`config.mk`:
```
export PLATFORM = sky130hd
export DESIGN_NAME = arb4_rr
export DESIGN_NICKNAME = d
export VERILOG_FILES = /design/src/rtl/arb4_rr_pkg.sv /design/src/rtl/arb4_rr_pick.sv /design/src/rtl/arb4_rr.sv
export SDC_FILE = /design/constraint.sdc
export NUM_CORES = 1
export LEC_CHECK = 0
export CAP_MARGIN = 20
export CORE_UTILIZATION = 44
export DETAILED_ROUTE_END_ITERATION = 10
export PLACE_DENSITY = 0.76
export RECOVER_POWER = 25
export SLEW_MARGIN = 20
export SYNTH_ARGS = -nofsm -noshare
export SYNTH_HDL_FRONTEND = slang
export SYNTH_SLANG_ARGS = --single-unit
export TNS_END_PERCENT = 10
```
`constraint.sdc`:
```
create_clock -name i_clk -period 5 [get_ports i_clk]
set_input_delay 1 -clock i_clk [delete_from_list [all_inputs] [get_ports i_clk]]
set_output_delay 1 -clock i_clk [all_outputs]
set_load 0.005 [all_outputs]
```
`src/rtl/arb4_rr_pkg.sv`:
```
// Shared definitions for round-robin arbiters: requester count and FSM state encoding.
package arb4_rr_pkg;
    localparam int N_REQ = 4;

    typedef enum logic {
        ST_IDLE  = 1'b0,
        ST_GRANT = 1'b1
    } state_e;
endpackage

```
`src/rtl/arb4_rr_pick.sv`:
```
// Round-robin pick: first set request scanning ptr+1, ptr+2, ptr+3, ptr (mod 4).
// Purely combinational; the requester at ptr gets lowest priority.
module rr_pick4
    import arb4_rr_pkg::*;
(
    input  logic [N_REQ-1:0] req_i,
    input  logic [1:0]       ptr_i,
    output logic [N_REQ-1:0] pick_o,
    output logic [1:0]       idx_o,
    output logic             vld_o
);
    logic [1:0] cand;

    always_comb begin
        pick_o = '0;
        idx_o  = '0;
        vld_o  = 1'b0;
        cand   = '0;
        // Walk from lowest to highest priority so the closest set bit after ptr wins.
        for (int k = N_REQ; k >= 1; k--) begin
            cand = ptr_i + 2'(k);
            if (req_i[cand]) begin
                pick_o = 4'b0001 << cand;
                idx_o  = cand;
                vld_o  = 1'b1;
            end
        end
    end
endmodule

```
`src/rtl/arb4_rr.sv`:
```
// Four-way round-robin arbiter owning the shared-resource mux select.
// Grant appears one cycle after request; held until i_done, owner abandon or hold timeout.
module arb4_rr
    import arb4_rr_pkg::*;
#(
    parameter int TIMEOUT = 0,
    parameter int CNT_W   = 16
) (
    input  logic             i_clk,
    input  logic             i_rst,
    input  logic [N_REQ-1:0] i_req,
    input  logic             i_done,
    output logic [N_REQ-1:0] o_gnt,
    output logic [1:0]       o_sel,
    output logic             o_busy,
    output logic             o_timeout
);
    localparam logic [CNT_W-1:0] CNT_LAST = CNT_W'((TIMEOUT > 0) ? (TIMEOUT - 1) : 0);

    state_e           state_q;
    logic [N_REQ-1:0] gnt_q;
    logic [1:0]       sel_q;
    logic [1:0]       ptr_q;
    logic [CNT_W-1:0] cnt_q;
    logic             timeout_q;

    logic [N_REQ-1:0] pick;
    logic [1:0]       pick_idx;
    logic             pick_vld;
    logic             owner_req;
    logic             hold_expired;

    // ptr_q is the current owner while granted, so one picker serves both idle and handoff.
    rr_pick4 u_pick (
        .req_i  (i_req),
        .ptr_i  (ptr_q),
        .pick_o (pick),
        .idx_o  (pick_idx),
        .vld_o  (pick_vld)
    );

    assign owner_req    = i_req[ptr_q];
    assign hold_expired = (TIMEOUT != 0) && (cnt_q == CNT_LAST);

    always_ff @(posedge i_clk or posedge i_rst) begin
        if (i_rst) begin
            state_q   <= ST_IDLE;
            gnt_q     <= '0;
            sel_q     <= '0;
            ptr_q     <= 2'd3;
            cnt_q     <= '0;
            timeout_q <= 1'b0;
        end else begin
            timeout_q <= 1'b0;
            if (state_q == ST_IDLE || i_done) begin
                // i_done is ignored when idle; on release with any request pending, hand off directly.
                if (pick_vld) begin
                    state_q <= ST_GRANT;
                    gnt_q   <= pick;
                    sel_q   <= pick_idx;
                    ptr_q   <= pick_idx;
                    cnt_q   <= '0;
                end else begin
                    state_q <= ST_IDLE;
                    gnt_q   <= '0;
                end
            end else if (!owner_req) begin
                state_q <= ST_IDLE;
                gnt_q   <= '0;
            end else if (hold_expired) begin
                state_q   <= ST_IDLE;
                gnt_q     <= '0;
                timeout_q <= 1'b1;
            end else if (cnt_q != '1) begin
                cnt_q <= cnt_q + CNT_W'(1);
            end
        end
    end

    assign o_gnt     = gnt_q;
    assign o_sel     = sel_q;
    assign o_busy    = |gnt_q;
    assign o_timeout = timeout_q;
endmodule

```
* Word-level counts from Yosys, hierarchy flattened
Index checks and enable logic that the tools add are counted.
** Operators by class
- Add/subtract/negate cells :: 3
- Order comparisons :: 4
- Equality and inequality tests :: 1
- Shift-type cells :: 4
- Muxes and demuxes :: 26
- Bitwise gates (word level) :: 1
- Reduce and logical (&&, ||, !) cells :: 3
** Operators by type and width (count)
- $mux 4 :: 7
- $shl 1x2->4 const A :: 4
- $lt 2x3->1 const B :: 4
- $mux 1 :: 11
- $bmux 1 s2 :: 4
- $mux 2 :: 4
- $add 2x2->2 const B :: 2
- $reduce_or 4->1 :: 1
- $add 2x1->2 const B :: 1
- $ne 2x2->1 const B :: 1
- $reduce_and 2->1 :: 1
- $logic_or 1x1->1 :: 1
- $not 1->1 :: 1
** Word-level totals
- Bits in registers :: 9

* Depth between registers and ports, before layout
Gate-level depths: netlist (run 1).
- Depth in word-level cells :: 8
- Gate-level depth with buffers :: 8
- Depth with buffers taken out :: 7

* Hierarchy
Synthesis (run 1) repeated with hierarchy kept, for this count alone.
** Second synthesis, totals
- Cells, all modules :: 101
- Area total of the unflattened synthesis :: 940.9 um^2
** By module, submodules not included
- rr_pick4 :: instances 1, cells each 70, area an instance 510.5 um^2
- arb4_rr :: instances 1, cells each 31, area an instance 430.4 um^2

* Worst setup path before layout (run 1)
OpenSTA, ideal clock, no wires.
- Kind :: in2reg
- Start point :: input i_req[2]
- End point :: register ptr_q[0]
- Data arrival time :: 2305 ps
- Required time :: 4922 ps
- Slack :: 2617 ps
- Stages on the path :: 6
- Path buffers :: 1
- Cells stage by stage :: clkbuf_1 -> mux4_2 -> inv_1 -> nor2_1 -> or3_1 -> a31o_1
** On the way
- Cells in the longest elaborated chain, start to end :: 7
- Elaborated cells on any way between the ends :: 17
- Those cells by class :: mux (16); reduce/logical (1)
** RTL lines
- start, declared :: RTL line arb4_rr.sv:11 : input logic [N_REQ-1:0] i_req,
- $bmux 1 s2 :: RTL line arb4_rr_pick.sv:22 : if (req_i[cand]) begin
- $mux 1 (not written as such) :: RTL line arb4_rr_pick.sv:22
- $mux 1 (4 in a row) :: RTL line arb4_rr_pick.sv:22
- $reduce_and 2->1 (no source line)
- end signal, assigned :: RTL line arb4_rr.sv:61 : ptr_q <= pick_idx;
- end, declared :: RTL line arb4_rr.sv:23 : logic [1:0] ptr_q;
Several ways; a longest one is shown, not always the timed one. The select of a mux whose other input is x is not followed.
A chain may end at the register's enable or synchronous reset.

* Worst setup path after layout (run 1)
- Start point :: input i_req[3]
- End point :: register ptr_q[0]
The elaborated chain is that of the path after synthesis.

==> results by group, run 1 <==
STA
  – RSZ-0062 raised after global routing: no
  – Worst-Margin Slew: 0.7528 ns
  – Final Critical Period: 2.675 ns
  – Hold_ws: 0.4979 ns
  – Fin. Hold Viols: 0
  – Max Fclk: 0.3738 GHz
  – Final setup viols: 0
  – Setup TNS: 0 ns
  – Slew Limit Fails: 0
  – Skew final: 0.001589 ns
  – Worst setup margin: 2.325 ns
  – Crit share post-route: 53.51%
  – Slew HR: 49.15%

Power
  – P_leak: 0.3866 nW
  – VDD IR max: 0.3674 mV
  – PwrDens: 593.2 nW/µm²

Setup path
  – Critical path capture point type: flip-flop
  – Critical Path AT: 2.88 ns
  – CP top delay family: buffers and inverters
  – CP max stage cell: clkdlybuf4s50_1
  – Worst Path Max Fanout: 11
  – Worst Reg-to-Reg Cells: 6
  – Required @ worst endpoint: 5.20 ns
  – CP max stage delay: 0.57 ns
  – CP bufs+invs: 2
  – CP Depth: 6
  – WS Path Type: in2reg
  – CP Launch Type: primary input
  – CP Cell Sequence: clkdlybuf4s50_1, mux4_2, inv_1, nor2_1, or3_1, a31o_1

Logic synthesis
  – Synth Area in Compound Gates: 24.50%
  – Syn Area/Cell: 8.967 µm²
  – Simple-Gate Fraction of Synth Area: 14.11%
  – Main area contributors after synthesis: dfrtp_1 (22%), ha_1 (11%), nand2_1 (7.0%)
  – Largest family of logic cells by synthesized area: compound AO/OA/AOI/OAI gates
  – Adder-Cell Fraction of Synth Area: 10.85%
  – Sequential cell area fraction in the yosys report: 28.22%
  – Synthesized area: 807.0 µm²
  – Syn_nets: 104
  – Library cells used by synthesis: 35
  – Syn Inst Count: 90
  – Synth Register Bits: 9
  – Post-synthesis xor/xnor area fraction: 0%
  – Leading area contributor after synthesis: dfrtp_1
  – Top cell type's share of synthesized area: 21.71%
  – Synth Warn #: 0
  – Post-synthesis mux area share: 13.33%

Run status
  – Status: finished clean

GRT
  – GRT Residual Overflow: 0
  – Met1 GRT Util: 21.48%
  – First-pass GRT wire length: 2.711 mm
  – M2 GR Usage: 33.24%
  – Gr busiest metal: met2
  – M3 GR Usage: 6.000%
  – Initial antenna violation count: 0
  – Overall global routing resource usage: 18.63%
  – Largest net degree at the start of global routing: 17
  – Number of global-route vias before repair: 628

Die
  – Width of the chip: 44.83 µm
  – Die height: 44.83 µm
  – Full die area: 2009 µm²
  – Row count: 15
  – Core area: 1727 µm²
  – # IOs: 15
  – Starting Density: 46.74%

CTS
  – Worst-path clk slew: 0.06 ns
  – CTS tree: yes
  – Root buf cell: clkbuf_4
  – Clk_lat worst skew: 0.27 ns
  – Sink Count: 9
  – H-tree depth: 1
  – Hold buffers post-CTS: 0
  – Post-CTS setup buffers: 0
  – Buffers from clock root to sink, at most: 2
  – Cts bufs inserted: 3
  – Cts repair resizes: 0

Drt
  – Initial drt markers: 13
  – Routed Antenna Nets: 0
  – # DRC: 0
  – Drt pass-1 iters: 4
  – DR WL/cell: 13.33 µm
  – Routed via count: 716
  – Via density: 5.728
  – Routed WL: 1.666 mm

Hold path
  – Hold path cells: 1
  – Min-delay worst type: reg2reg

Finish
  – Area grow syn2layout: 17.52%
  – Share of cells above drive strength 1: 8.000%
  – Layout Utilization: 54.93%
  – Nets@finish: 115
  – Area of the multi-input gates: 510.5 µm²
  – Diode count: 0
  – Register area: 227.7 µm²
  – Fillers: 169

Placement
  – Number of port buffers: 13
  – Post-DP HPWL: 1.273 mm
  – Routability cong.: 0.8222
  – Pre-CTS setup slack: 2.054 ns

Run
  – Max_cap viols: 0
## cells in the mapped netlist
library cell and number:
nand2_1 15, o21ai_0 10, dfrtp_1 7, ha_1 7, inv_1 6, a211oi_1 4
o21ai_1 4, a21oi_1 3, clkbuf_1 3, buf_6 2, dfstp_2 2, mux4_1 2
mux4_2 2, nor2_1 2, a2111oi_0 1, a21boi_0 1, a31o_1 1, buf_2 1
buf_4 1, conb_1 1, mux2i_1 1, nand2b_1 1, nor3_1 1, nor3_2 1
nor3b_1 1, o2111ai_1 1, o211ai_1 1, o21a_1 1, o22ai_1 1, o31ai_1 1
o41a_1 1, o41ai_1 1, or2b_1 1, or3_1 1, or4_1 1
## power breakdown
part | switching, mW | internal, mW
Combinational | 0.172 | 0.172
Clock | 0.0274 | 0.0309
Sequential | 0.0471 | 0.113
## stage by stage
stage	power, mW	cells	instance area (µm²)
after floorplan	0.4116	90	807.0
after global placement	0.4941	121	922.1
after detailed placement	0.5067	121	922.1
after CTS	0.5646	125	948.4
after global routing	0.6124	125	948.4
final	0.5626	125	948.4
## final timing paths
kind	from	to	slack (ns)
max in group asynchronous	i_rst	ptr_q[1]$_DFFE_PP1P_	3.59
max	i_req[3]	ptr_q[0]$_DFFE_PP1P_	2.32
max reg2reg	ptr_q[0]$_DFFE_PP1P_	o_gnt[0]$_DFFE_PP0P_	2.57
min reg2reg	o_sel[1]$_DFFE_PP0P_	o_sel[1]$_DFFE_PP0P_	0.50
min	o_sel[1]$_DFFE_PP0P_	o_sel[1]$_DFFE_PP0P_	0.50
min in group asynchronous	i_rst	state_q$_DFFE_PP0P_	1.12
## kinds of logic (layout without fill, tap and decap cells)
logic type,after synthesis,in the layout
compound gates,31,31
simple gates,24,24
buf+inv,13,23
flops,9,9
fa+ha+maj,7,7
mux,5,5
other cells,1,1
## final cells by class
| cell class | instances | share of cell area, % |
|---|---|---|
| clock buffer | 4 | 2.770 |
| inverter | 6 | 2.375 |
| multi-input combinational | 68 | 53.83 |
| sequential | 9 | 24.01 |
| tap | 25 | 3.298 |
| timing repair buffer | 13 | 13.72 |
## registers in the layout, summed over array words and instances, names as in the netlist
name	count
ptr_q	2
o_sel	2
state_q	1
o_gnt	4
## layout by cell type, fill, tap and decap left out, types with 2 or more instances in the layout
cell              n
dfstp_2           2
nand2_1          15
a211oi_1          4
o21ai_1           4
dfrtp_1           7
inv_1             6
mux4_2            2
nor2_1            2
clkbuf_4          3
mux4_1            2
ha_1              7
clkdlybuf4s50_1  12
o21ai_0          10
a21oi_1           3
## layer usage
| metal | share of wire (%) | up-vias |
|---|---|---|
| met5 | 0 | - |
| met4 | 0.84 | 0 |
| met3 | 5.2 | 2 |
| met2 | 53 | 22 |
| met1 | 41 | 345 |
| li1 | - | 347 |
(Power assumes the default switching activity.)
==> inputs of run 2 (changes only) <==
PLACE_DENSITY = 0.79   (was 0.76)
clock period = 2.4 ns   (was 5 ns; I/O delays follow)
==> run 2 against run 1 <==
- clock skew increased by 0.0018 ns
- non-clock buffer count increased by 8
- die area unchanged
- combinational power increased by 140%
- setup slack got worse by 2.1 ns
- cell count increased by 6.4%
- via count increased by 4.2%
- wire length increased by 1.1%
- sequential power increased by 68%
- critical path type is now reg2reg
- largest cell class unchanged
- highest routed layer unchanged
==> results by group, run 2 (same netlist as run 1, synthesis figures left out) <==
Run status
  – Status: finished clean

Drt
  – Drt pass-1 iters: 4
  – Routed WL: 1.684 mm
  – # DRC: 0
  – Routed via count: 746
  – Initial drt markers: 20
  – Routed Antenna Nets: 0
  – Via density: 5.609
  – DR WL/cell: 12.66 µm

Setup path
  – CP Launch Type: flip-flop
  – Critical Path AT: 2.40 ns
  – Worst Path Max Fanout: 6
  – CP top delay family: multiplexers
  – Cell mode on critical path: inv_1
  – CP max stage cell: mux4_1
  – Required @ worst endpoint: 2.58 ns
  – CP max stage delay: 0.69 ns
  – CP bufs+invs: 2
  – Critical path capture point type: flip-flop
  – CP Cell Sequence: inv_1, ha_1, mux4_1, inv_1, o21ai_0, o21ai_1
  – WS Path Type: reg2reg

CTS
  – Root buf cell: clkbuf_4
  – CTS tree: yes
  – Hold buffers post-CTS: 0
  – Cts repair resizes: 0
  – Clk_lat worst skew: 0.26 ns
  – Sink Count: 9
  – Buffers from clock root to sink, at most: 2
  – H-tree depth: 1
  – Post-CTS setup buffers: 0
  – Worst-path clk slew: 0.06 ns
  – Cts bufs inserted: 3

GRT
  – GRT Residual Overflow: 0
  – Overall global routing resource usage: 18.67%
  – Number of global-route vias before repair: 642
  – First-pass GRT wire length: 2.739 mm
  – Largest net degree at the start of global routing: 16
  – Initial antenna violation count: 0

Die
  – Width of the chip: 44.83 µm
  – Starting Density: 46.74%
  – Full die area: 2009 µm²
  – Row count: 15
  – Core area: 1727 µm²
  – # IOs: 15
  – Die height: 44.83 µm

Placement
  – Routability cong.: 0.8929
  – Post-DP HPWL: 1.305 mm
  – Number of port buffers: 13
  – Placed insts: 129

Finish
  – Area grow syn2layout: 24.96%
  – Max reg flops: 4
  – Diode count: 0
  – Share of cells above drive strength 1: 14.81%
  – Fin cells: 133
  – Layout Utilization: 58.41%
  – Nets@finish: 123
  – Most frequent cells in the layout: nand2_1 (15), clkdlybuf4s50_1 (12), o21ai_0 (10)
  – Most common cell after layout, fill and taps aside: nand2_1

STA
  – Fin. Hold Viols: 0
  – RSZ-0062 raised after global routing: no
  – Skew final: 0.003344 ns
  – Max Fclk: 0.4508 GHz
  – Slew Limit Fails: 0
  – Final setup viols: 0
  – Setup TNS: 0 ns
  – Final Critical Period: 2.218 ns
  – Crit share post-route: 92.42%

Power
  – VDD IR max: 0.7136 mV
  – P_leak: 0.4256 nW
  – PwrDens: 1213 nW/µm²

Run
  – Max_cap viols: 0

Hold path
  – Min-delay worst type: reg2reg
-- run 2: cell types whose count changed in the layout (fill, tap and decap cells not counted) --
cell and delta:
buf_4 +8
-- run 2: power by group --
| group | internal [mW] | switching, mW | total, mW |
|---|---|---|---|
| registers | 0.233 | 0.0369 | 0.269 |
| logic | 0.404 | 0.434 | 0.838 |
| clock network | 0.0640 | 0.0515 | 0.115 |
-- run 2: worst paths after layout --
path	end	from	slack, ns	depth (start not counted)
max	o_gnt[2]$_DFFE_PP0P_	ptr_q[1]$_DFFE_PP1P_	0.18	6
min	o_sel[0]$_DFFE_PP0P_	o_sel[0]$_DFFE_PP0P_	0.49	2
max reg2reg	o_gnt[2]$_DFFE_PP0P_	ptr_q[1]$_DFFE_PP1P_	0.18	6
min reg2reg	o_sel[0]$_DFFE_PP0P_	o_sel[0]$_DFFE_PP0P_	0.49	2
max in group asynchronous	ptr_q[1]$_DFFE_PP1P_	i_rst	1.48	2
min in group asynchronous	o_gnt[2]$_DFFE_PP0P_	i_rst	0.62	2
-- run 2: layer usage --
metal  global-route usage [%]  wire, µm  vias up
li1                         -         -      368
met5                        0         0        -
met1                    23.06       736      353
met2                    30.88       844       23
met3                    6.800        94        2
met4                    4.848         9        0
-- run 2: through the flow --
step           total power [mW]  worst slack (ns)  area (µm²)  hold WS [ns]
6_report                  1.223            0.1819        1008        0.4933
5_1_grt                   1.335           0.05231        1008        0.5074
4_1_cts                   1.228            0.1868        1008        0.4907
3_5_place_dp              1.107           0.06300       982.2        0.4787
3_3_place_gp              1.089            0.1348       982.2        0.4810
2_1_floorplan            0.8574            0.1058       807.0        0.3065
-- run 2: area by class of cell --
type | count | area, µm²
fillers | 155 | 718.2
multi-input cells | 68 | 510.5
flip-flops and latches | 9 | 227.7
repair buffers | 21 | 190.2
well taps | 25 | 31.28
clock buffers | 4 | 26.28
inverters | 6 | 22.52
-- run 2: worst min-delay path, delay by kind of cell, from the launching register on --
kind             cells  cell delay [ns]
AO/OA/AOI/OAI        1             0.06
flip-flops           1             0.34
AND/OR/NAND/NOR      1             0.05
